<file path="src/rtl/qerv_mem_if.sv">
// Data-bus front end for qerv: wishbone load/store handshake, load strobe to
// the buffer stage, and rd write-back gating with zero/sign extension.
module qerv_mem_if #(
   parameter int BITS_PER_CYCLE = 4,
   parameter int LB             = $clog2(BITS_PER_CYCLE)
) (
   input  logic                      i_clk,
   input  logic                      i_rst,
   input  logic                      i_req,
   input  logic                      i_we,
   input  logic                      i_word,
   input  logic                      i_half,
   input  logic                      i_signed,
   input  logic [31:0]               i_adr,
   input  logic [31:0]               i_wdat,
   output logic                      o_wb_cyc,
   output logic                      o_wb_we,
   output logic [31:0]               o_wb_adr,
   output logic [31:0]               o_wb_dat,
   output logic [3:0]                o_wb_sel,
   input  logic [31:0]               i_wb_rdt,
   input  logic                      i_wb_ack,
   output logic                      o_load,
   output logic [31:0]               o_ldat,
   output logic                      o_ack,
   output logic                      o_misalign,
   output logic                      o_busy,
   input  logic                      i_en,
   input  logic [4:0]                i_cnt,
   input  logic [BITS_PER_CYCLE-1:0] i_q,
   output logic                      o_byte_valid,
   output logic [BITS_PER_CYCLE-1:0] o_rd
);

   typedef enum logic [1:0] {IDLE, WAIT_ACK, DONE} state_t;

   state_t      state_q, state_d;
   logic        cyc_q, cyc_d;
   logic        we_q, we_d;
   logic [31:0] adr_q, adr_d;
   logic [31:0] dat_q, dat_d;
   logic [3:0]  sel_q, sel_d;
   logic        ack_q, ack_d;
   logic        mis_q, mis_d;
   logic        sign_q, sign_d;

   logic        misaligned;
   logic [3:0]  sel_req;
   logic [1:0]  bytecnt;
   logic        unused_ok;

   assign misaligned = (i_word & (i_adr[1:0] != 2'b00)) | (i_half & i_adr[0]);
   assign sel_req    = i_word ? 4'b1111 :
                       i_half ? (4'b0011 << i_adr[1:0]) : (4'b0001 << i_adr[1:0]);

   always_comb begin
      state_d = state_q;
      cyc_d   = cyc_q;
      we_d    = we_q;
      adr_d   = adr_q;
      dat_d   = dat_q;
      sel_d   = sel_q;
      ack_d   = 1'b0;
      mis_d   = 1'b0;
      case (state_q)
         IDLE: begin
            if (i_req) begin
               if (misaligned) begin
                  mis_d = 1'b1;
               end else begin
                  adr_d   = {i_adr[31:2], 2'b00};
                  we_d    = i_we;
                  dat_d   = i_wdat;
                  sel_d   = sel_req;
                  cyc_d   = 1'b1;
                  state_d = WAIT_ACK;
               end
            end
         end
         WAIT_ACK: begin
            if (i_wb_ack) begin
               cyc_d   = 1'b0;
               ack_d   = 1'b1;
               state_d = DONE;
            end
         end
         DONE:    state_d = IDLE;
         default: state_d = IDLE;
      endcase
   end

   always_ff @(posedge i_clk or posedge i_rst) begin
      if (i_rst) begin
         state_q <= IDLE;
         cyc_q   <= 1'b0;
         we_q    <= 1'b0;
         adr_q   <= 32'h0;
         dat_q   <= 32'h0;
         sel_q   <= 4'h0;
         ack_q   <= 1'b0;
         mis_q   <= 1'b0;
         sign_q  <= 1'b0;
      end else begin
         state_q <= state_d;
         cyc_q   <= cyc_d;
         we_q    <= we_d;
         adr_q   <= adr_d;
         dat_q   <= dat_d;
         sel_q   <= sel_d;
         ack_q   <= ack_d;
         mis_q   <= mis_d;
         sign_q  <= sign_d;
      end
   end

   // Combinational so the buffer stage captures o_ldat on the ack edge itself.
   assign o_load     = i_wb_ack & (state_q == WAIT_ACK) & ~we_q;
   assign o_ldat     = i_wb_rdt;
   assign o_wb_cyc   = cyc_q;
   assign o_wb_we    = we_q;
   assign o_wb_adr   = adr_q;
   assign o_wb_dat   = dat_q;
   assign o_wb_sel   = sel_q;
   assign o_ack      = ack_q;
   assign o_misalign = mis_q;
   assign o_busy     = (state_q != IDLE);

   // Bytes past the access size are replaced by the sign (or zero) fill.
   assign bytecnt      = i_cnt[4:3];
   assign o_byte_valid = i_word | (bytecnt == 2'd0) | (i_half & (bytecnt == 2'd1));
   assign o_rd         = o_byte_valid ? i_q : {BITS_PER_CYCLE{i_signed & sign_q}};
   assign sign_d       = (i_en & o_byte_valid) ? i_q[BITS_PER_CYCLE-1] : sign_q;

   assign unused_ok = &{1'b0, i_cnt[2:0]} | (LB < 0);

endmodule

</file>
<file path="config.mk">
export PLATFORM = sky130hd
export DESIGN_NAME = qerv_mem_if
export DESIGN_NICKNAME = d
export VERILOG_FILES = /design/src/rtl/qerv_mem_if.sv
export SDC_FILE = /design/constraint.sdc
export NUM_CORES = 1
export LEC_CHECK = 0
export BUFFER_PORTS_ARGS = -buffer_cell sky130_fd_sc_hd__buf_2
export CAP_MARGIN = 40
export CORE_MARGIN = 2
export CORE_UTILIZATION = 46
export DETAILED_ROUTE_END_ITERATION = 8
export PLACE_DENSITY = 0.87
export SYNTH_ARGS = -nofsm -noshare
export SYNTH_HDL_FRONTEND = slang
export SYNTH_SLANG_ARGS = --single-unit
</file>
<file path="constraint.sdc">
create_clock -name i_clk -period 4.2 [get_ports i_clk]
set_input_delay 0.21 -clock i_clk [delete_from_list [all_inputs] [get_ports i_clk]]
set_output_delay 0.21 -clock i_clk [all_outputs]
set_load 0.1 [all_outputs]
</file>
==> results of run 1 <==
synth_stat cells (3+ instances only):
| cell | number |
|---|---|
| a21o_1 | 6 |
| buf_12 | 6 |
| buf_4 | 35 |
| dfrtp_1 | 73 |
| inv_1 | 5 |
| mux2_2 | 16 |
| mux2_4 | 48 |
| nand2_1 | 7 |
| nor2_1 | 3 |
state kept, by name (all words and copies together), names as in the netlist:
signal,cells
o_ack,1
o_wb_dat,32
o_wb_adr,30
state_q,2
sign_q,1
o_wb_sel,4
o_wb_we,1
o_wb_cyc,1
o_misalign,1
critical path, stage by stage, from the launching register on:
cell and delay, ns:
dfrtp_1 0.38, nor2_2 0.21, nand3_4 0.45, buf_4 0.51
mux2_4 0.37
cells by family (layout without fill, tap and decap cells):
logic type,after synthesis,count (layout),share of synthesized area (%)
AOI/OAI and AO/OA,15,15,3.50
xor gates and xnor gates,1,1,0.256
buffers and inverters,49,178,12.5
DFF,73,73,53.3
muxes,64,64,26.3
other,1,2,0.109
and+or+nand+nor,24,24,4.05
area by class of cell:
cell class / count / area (um^2) / area share [%]
sequential: 73 / 1830 / 44.0
multi-input combinational: 106 / 1180 / 28.3
timing repair buffer: 157 / 791 / 19.0
clock buffer: 9 / 124 / 2.98
tap: 99 / 124 / 2.98
clock inverter: 7 / 95.1 / 2.29
inverter: 5 / 18.8 / 0.452
metal layers:
| metal | vias up | wire length, um | share of wire, % |
|---|---|---|---|
| met5 | - | 0 | 0 |
| met4 | 0 | 163 | 2.5 |
| met3 | 26 | 541 | 8.4 |
| met2 | 117 | 3080 | 48 |
| met1 | 994 | 2640 | 41 |
| li1 | 986 | - | - |
worst max-delay path by stage:
stage	endpoint	slack, ns	start	cells past startpoint
5_1_grt	o_wb_dat[14]	2.01	state_q[1]	4
4_1_cts	o_wb_dat[14]	2.10	state_q[1]	4
6_report	o_wb_adr[16]	2.13	state_q[1]	4
3_3_place_gp	o_wb_dat[24]	1.92	i_word	6
3_5_place_dp	o_wb_dat[18]	1.86	i_word	6
2_1_floorplan	o_load	1.84	o_wb_we	1
per-stage QoR:
step           util (%)  worst slack [ns]  std cells  hold slack (ns)  cell area (um^2)
2_1_floorplan         -              1.84        228            0.317              3430
3_3_place_gp       54.3              1.92        440            0.358              3940
3_5_place_dp       54.3              1.86        440            0.376              3940
4_1_cts            57.3              2.10        456          0.00357              4160
5_1_grt            57.3              2.01        456           0.0412              4160
6_report           57.3              2.13        456          -0.0189              4160
placed cells by master (no fill, tap or decap), types with 2 or more instances in the layout:
master and n:
nor2_1 3, a21o_1 6, nor3_1 2, bufinv_16 2, nand2_1 7, nor2_2 2, nand2b_1 2, clkinv_4 2
mux2_4 48, or2_2 2, mux2_2 16, buf_4 2, a221o_1 2, inv_1 4, buf_2 155, dfrtp_1 73
o21ai_0 2, clkbuf_8 9, conb_1 2, clkinv_2 2
==> qor.txt, run 1 <==
status: finished, violations left
failing checks: negative hold slack
Avg Vias per Cell: 4.66
1st-iter DRT viols: 52
Die ar.: 0.00816 mm^2
Mapped Cells: 227
biggest area consumer among synthesized cells: dfrtp_1
initial antenna violation count: 0
CP Capture Type: flip-flop
core outline area: 0.00725 mm^2
critical path class: reg2reg
CP Max Fanout: 36
fmax: 483 MHz
Sum Neg Setup Slack: 0 ns
Critical Path AT: 2.28 ns
met2 Resource Use GR: 27.0%
DR vias: 2123
Slew Limit Fails: 0
Reg2Reg Depth: 4
WHS: -0.0189 ns
Tightest Pin Transition: 0.713 ns
Final ANT Viol Nets: 0
final hold vios: 19
pin count of the biggest net entering global routing: 40
DRT Pass-1 Iters: 4
cts repair resizes: 0
Total GRT Usage: 16.4%
Setup Fix Bufs, Post-CTS: 0
Hold/Removal Path Class: in2async
sequential area share after synthesis: 53.3%
Max transition margin: 52.4%
share of layout cells above drive strength 1: 69.2%
CTS tree: yes
Hold Buf Count CTS: 0
Post-synth EDFFs: 0
Die Height: 90.3 um
Fillers: 582
Area contributors post-synth: dfrtp_1 (53%), mux2_4 (21%), buf_4 (7.7%)
CTS root buf: clkbuf_8
clk slew on worst S/H paths: 0.08 ns
Mean Syn Cell Area: 15.1 um^2
fin nets: 466
met3 Use GR: 5.34%
routability cong.: 0.717
HPWL after DPL: 4830 um
area delta synth->final: 21.2%
Die Width: 90.3 um
Ports: 225
max_cap viols: 0
Critical Path Start Type: flip-flop
number of port buffers: 155
CTS Buf Count: 9
CTS sink cnt: 73
GRT overflow: 0
FF-to-FF End: o_wb_adr[16]
# rows: 31
crit share post-route: 49.3%
CTS H-tree depth: 3
# setup viols final: 0
met1 Usage GRT: 19.0%
vias in the first global route: 2255
Routed WL: 6430 um
RSZ-0062 raised after global routing: no
critical path required time: 4.41 ns
r2r setup slk: 2.13 ns
Layout Skew: 0.00762 ns
grt peak-use layer: met2
DRC: 0
routed len/inst: 14.1 um
starting density of the core: 47.3%
Mapped Area: 0.00343 mm^2
fraction of registers with async set/reset: 100%
Worst-Skew Late Latency: 0.33 ns
n_diodes: 0
first-pass GRT wire length: 10600 um
post-synth cell types: 30
CTS Buffer Depth: 2
Top FF cell, synth: dfrtp_1
minimum clock period: 2.07 ns
top cell type's share of synthesized area: 53.3%
Reg-to-Reg Start: state_q[1]
flops & latches, synth: 73
Ys Warns: 0
Power of run 1 is left out: the tool's default activity adds up to more than one toggle a clock period on the data nets, which glitch-free logic cannot reach.
==> run 2, diff against run 1 <==
- CORE_UTILIZATION: 46 -> 38
- PLACE_DENSITY: 0.87 -> 0.76
- clock period: 4.2 -> 1.8 ns (I/O delays scaled with it)
==> run 2 against run 1 <==
Against the previous run:
- the run now ends clean
- wire length increased by 22%
- register-to-register slack worse by 1.9 ns
- global-route usage down 0.32 points
- sequential share of layout area decreased by 6.7 points
- setup slack worse by 2.0 ns
- clock skew fell by 0.0029 ns
- final cell count is 17% higher
- via count grew 12%
- final area rose by 18%
- first-iteration DRC count decreased by 13%
- hold slack gained 0.082 ns
- non-clock buffer count is 68 higher
- largest cell class unchanged
==> qor.txt, run 2 (synthesis results as in run 1) <==
n_diodes: 0 (unchanged)
DRC: 0 (unchanged)
crit path launch: state_q[1] (unchanged)
Place WS: 0.284 ns (was 1.86 ns)
Routed WL: 7830 um (was 6430 um)
area delta synth->final: 42.8% (was 21.2%)
DRT Pass-1 Iters: 4 (unchanged)
clk slew on worst S/H paths: 0.08 ns (about the same)
maximum VDD drop: 965 uV
WHS: 0.0629 ns (was -0.0189 ns)
starting density of the core: 39.3% (was 47.3%)
DR vias: 2387 (was 2123)
CTS root buf: clkbuf_8 (unchanged)
number of flip-flops in the largest register: 32 (unchanged)
Reg-to-Reg Start: state_q[1] (unchanged)
design internal power: 0.00412 W
Hold Path Stages: 3
final core utilization: 56.1% (was 57.3%)
Gate power share: 60.2%
# setup viols final: 0 (unchanged)
FF-to-FF End: o_wb_sel[1] (was o_wb_adr[16])
Final WS setup: 0.129 ns (was 2.13 ns)
commonest non-fill, non-tap cell in the layout: buf_2 (unchanged)
Reg power frac: 25.4%
Layout Cells excl Fill: 533 (was 456)
Max transition margin: 49.7% (was 52.4%)
Hold/Removal Path Class: in2reg (was in2async)
initial antenna violation count: 0 (unchanged)
leakage power: 2.57 nW
number of port buffers: 155 (unchanged)
Sum Neg Setup Slack: 0 ns (unchanged)
Die Width: 99.0 um (was 90.3 um)
GRT overflow: 0 (unchanged)
fin nets: 534 (was 466)
routability cong.: 0.756 (was 0.717)
Slew Limit Fails: 0 (unchanged)
fmax: 598 MHz
vias in the first global route: 2522 (was 2255)
core outline area: 0.00872 mm^2 (was 0.00725 mm^2)
Die Height: 99.0 um (was 90.3 um)
1st-iter DRT viols: 45 (was 52)
CP Max Fanout: 4 (was 36)
CTS sink cnt: 73 (unchanged)
Tightest Pin Transition: 0.753 ns (was 0.713 ns)
Cell Pwr Density: 1970 mW/mm^2
max_cap viols: 0 (unchanged)
Total GRT Usage: 16.1% (was 16.4%)
RSZ-0062 raised after global routing: no (unchanged)
Net Sw Frac: 57.2%
crit path to: o_load (was o_wb_adr[16])
CTS Buf Count: 9 (unchanged)
CTS Buffer Depth: 2 (unchanged)
first-pass GRT wire length: 12200 um (was 10600 um)
CTS tree: yes (unchanged)
most frequent cells in the layout: buf_2 (154), dfrtp_1 (73), dlygate4sd3_1 (66) (was buf_2 (155), dfrtp_1 (73), mux2_4 (48))
share of layout cells above drive strength 1: 58.8% (was 69.2%)
Avg Vias per Cell: 4.48 (was 4.66)
pin count of the biggest net entering global routing: 38 (was 40)
minimum clock period: 1.67 ns
Critical Path Start Type: flip-flop (unchanged)
Psw: 0.00552 W
Clock Power Share: 14.4%
Critical Path AT: 1.58 ns (was 2.28 ns)
Layout Skew: 0.00475 ns (was 0.00762 ns)
Ports: 225 (unchanged)
final hold vios: 0 (was 19)
CP Capture Type: output port (was flip-flop)
Final ANT Viol Nets: 0 (unchanged)
routed len/inst: 14.7 um (was 14.1 um)
Reg2Reg Depth: 4 (unchanged)
r2r setup slk: 0.28 ns (was 2.13 ns)
critical path class: reg2out (was reg2reg)
Die ar.: 0.00980 mm^2 (was 0.00816 mm^2)
crit share post-route: 92.8%
status: finished, final reports clean (was finished, violations left)
HPWL after DPL: 4790 um (was 4830 um)
Placed Cells: 451 (was 440)
Fillers: 668 (was 582)
CTS H-tree depth: 3 (unchanged)
critical path required time: 1.71 ns (was 4.41 ns)
Worst-Skew Late Latency: 0.34 ns (was 0.33 ns)
# rows: 34 (was 31)
-- run 2: worst min-delay path by stage --
stage | end | start
CTS | sign_q | i_en
finish | sign_q | i_en
detailed placement | o_ldat[10] | i_wb_rdt[10]
global placement | o_ldat[10] | i_wb_rdt[10]
floorplan | state_q[0] | i_wb_ack
global route | sign_q | i_en
-- run 2: what timing repair did --
item / CTS / global route
buffers inserted: 0 / 0
setup endpoints to repair: 1 / 0
hold buffers: 66 / 0
resized for setup: 1 / 0
hold endpoints to repair: 97 / 0
-- run 2: power by group through the flow --
| stage | Sequential [W] | Combinational, W | Clock [W] |
|---|---|---|---|
| detailed placement | 0.00246 | 0.00569 | 0 |
| floorplan | 0.00626 | 0.00143 | 0 |
| CTS | 0.00244 | 0.00581 | 0.00146 |
| global placement | 0.00243 | 0.00566 | 0 |
| finish | 0.00245 | 0.00580 | 0.00139 |
| global route | 0.00252 | 0.00595 | 0.00152 |
-- run 2: worst max-delay path: stages, from the launching register on --
cell	delay, ns
dfrtp_1	0.39
nand2b_1	0.16
or2_2	0.32
nor2_2	0.08
buf_4	0.29
-- run 2: through the flow --
stage / total power, W / instance area (um^2)
3_3_place_gp: 0.00809 / 4010
5_1_grt: 0.00999 / 4900
2_1_floorplan: 0.00769 / 3450
4_1_cts: 0.00970 / 4900
3_5_place_dp: 0.00815 / 4010
6_report: 0.00964 / 4900
-- run 2: layout make-up --
cell class / count / area (um^2) / share of cell area (%)
tap: 108 / 135 / 2.76
sequential: 73 / 1830 / 37.3
clock inverter: 7 / 95.1 / 1.94
clock buffer: 9 / 124 / 2.53
multi-input combinational: 106 / 1190 / 24.2
timing repair buffer: 225 / 1510 / 30.8
inverter: 5 / 22.5 / 0.460
-- run 2: metal layers --
metal / track usage [%] / vias to the layer above / part of all wire (%)
met3: 6.45 / 24 / 7.9
met5: 0 / - / 0
met2: 28.2 / 115 / 51
met4: 6.85 / 0 / 2.6
met1: 17.1 / 1130 / 38
li1: - / 1118 / -
Power figures use the tool's default switching activity.
==> run 3, diff against run 2 <==
- REMOVE_ABC_BUFFERS: default -> 1
==> run 3 against run 2 <==
Against the previous run:
- sequential share of layout area hardly changed
- wire length is 18% higher
- first-iteration DRC count is 82% higher
- critical path type unchanged
- largest power group unchanged
==> qor.txt, run 3 (synthesis results as in run 1) <==
status: finished, final reports clean (unchanged)
routed len/inst: 17.5 um (was 14.7 um)
minimum clock period: 1.62 ns (was 1.67 ns)
DR vias: 2470 (was 2387)
Cell Pwr Density: 2000 mW/mm^2 (was 1970 mW/mm^2)
Final ANT Viol Nets: 0 (unchanged)
starting density of the core: 39.3% (unchanged)
critical path required time: 1.71 ns (about the same)
DRC: 0 (unchanged)
Psw: 0.00550 W (was 0.00552 W)
RSZ-0062 raised after global routing: no (unchanged)
HPWL after DPL: 6090 um (was 4790 um)
Final WS setup: 0.180 ns (was 0.129 ns)
Die Height: 99.0 um (unchanged)
Layout Skew: 0.00984 ns (was 0.00475 ns)
number of port buffers: 155 (unchanged)
CTS Buf Count: 9 (unchanged)
Clock Power Share: 15.6% (was 14.4%)
CTS root buf: clkbuf_8 (unchanged)
leakage power: 2.58 nW (was 2.57 nW)
final hold vios: 0 (unchanged)
Die ar.: 0.00980 mm^2 (unchanged)
CTS tree: yes (unchanged)
Reg power frac: 25.1% (was 25.4%)
# rows: 34 (unchanged)
Avg Vias per Cell: 4.66 (was 4.48)
CTS Buffer Depth: 2 (unchanged)
Critical Path Start Type: flip-flop (unchanged)
share of layout cells above drive strength 1: 58.8% (about the same)
number of flip-flops in the largest register: 32 (unchanged)
GRT overflow: 0 (unchanged)
area delta synth->final: 42.7% (was 42.8%)
CTS H-tree depth: 3 (unchanged)
Total GRT Usage: 19.2% (was 16.1%)
pin count of the biggest net entering global routing: 74 (was 38)
Critical Path AT: 1.53 ns (was 1.58 ns)
CP Max Fanout: 4 (unchanged)
first-pass GRT wire length: 14400 um (was 12200 um)
Routed WL: 9280 um (was 7830 um)
commonest non-fill, non-tap cell in the layout: buf_2 (unchanged)
fmax: 617 MHz (was 598 MHz)
Place WS: 0.270 ns (was 0.284 ns)
core outline area: 0.00872 mm^2 (unchanged)
Ports: 225 (unchanged)
Worst-Skew Late Latency: 0.33 ns (was 0.34 ns)
# setup viols final: 0 (unchanged)
Placed Area: 0.00399 mm^2 (was 0.00401 mm^2)
CP Capture Type: output port (unchanged)
Hold/Removal Path Class: in2reg (unchanged)
CTS sink cnt: 73 (unchanged)
r2r setup slk: 0.28 ns (about the same)
DRT Pass-1 Iters: 6 (was 4)
Fillers: 705 (was 668)
critical path class: reg2out (unchanged)
maximum VDD drop: 1460 uV (was 965 uV)
routability cong.: 0.723 (was 0.756)
clk slew on worst S/H paths: 0.07 ns (was 0.08 ns)
Sum Neg Setup Slack: 0 ns (unchanged)
Slew Limit Fails: 0 (unchanged)
vias in the first global route: 2701 (was 2522)
fin nets: 532 (was 534)
n_diodes: 0 (unchanged)
Net Sw Frac: 56.1% (was 57.2%)
max_cap viols: 0 (unchanged)
final instance area: 0.00489 mm^2 (was 0.00490 mm^2)
Die Width: 99.0 um (unchanged)
design internal power: 0.00429 W (was 0.00412 W)
most frequent cells in the layout: buf_2 (154), dfrtp_1 (73), dlygate4sd3_1 (65) (was buf_2 (154), dfrtp_1 (73), dlygate4sd3_1 (66))
Power, Total: 0.00979 W (was 0.00964 W)
crit share post-route: 90.0% (was 92.8%)
Gate power share: 59.2% (was 60.2%)
initial antenna violation count: 0 (unchanged)
1st-iter DRT viols: 82 (was 45)
run 3: through the flow:
stage | utilization, % | cells | hold slack [ns]
2_1_floorplan | - | 184 | 0.180
3_3_place_gp | 45.8 | 450 | 0.181
3_5_place_dp | 45.8 | 450 | 0.181
4_1_cts | 56.0 | 530 | 0.00684
5_1_grt | 56.1 | 530 | 0.00995
6_report | 56.1 | 530 | 0.0292
run 3: layer usage:
metal  GRT usage (%)  part of all wire [%]
met5            4.10                  0.43
met1            22.2                    40
met4            5.58                   1.3
met2            29.3                    46
met3            11.8                    12
run 3: power groups by stage:
stage	Clock (W)	Combinational, W	Sequential, W
floorplan	0	0.00103	0.00626
global placement	0	0.00564	0.00244
detailed placement	0	0.00569	0.00246
CTS	0.00159	0.00580	0.00245
global route	0.00167	0.00594	0.00254
finish	0.00153	0.00580	0.00246
run 3: layout make-up:
cell class              instances  area (um^2)  share of cell area, %
flip-flops and latches         73         1830                   37.3
well taps                     108          135                   2.76
clock inverters                 5          104                   2.12
inverters                       5         18.8                  0.384
multi-input cells             106         1180                   24.1
repair buffers                223         1490                   30.5
clock buffers                  10          138                   2.81
run 3: what timing repair did:
item                       CTS  global route
pin swaps                    0             0
hold buffers                65             0
gates cloned                 0             0
gates resized for setup      1             2
hold endpoints to repair   137             0
setup endpoints to repair    1             1
setup buffers                0             0
run 3: worst max-delay path, stage by stage (launching register included):
cell and delay, ns:
dfrtp_1 0.38, nand2b_1 0.16, or2_2 0.32, nor2_2 0.11, buf_6 0.23
run 3: path summary, 6_finish.rpt:
check                            from           end  depth (start not counted)
setup / recovery           state_q[1]        o_load                          4
hold / removal                 i_q[3]        sign_q                          2
setup reg to reg           state_q[1]   o_wb_sel[1]                          4
hold reg to reg              o_wb_cyc      o_wb_cyc                          2
max in group asynchronous       i_rst   o_wb_adr[8]                          4
min in group asynchronous       i_rst  o_wb_dat[15]                          4
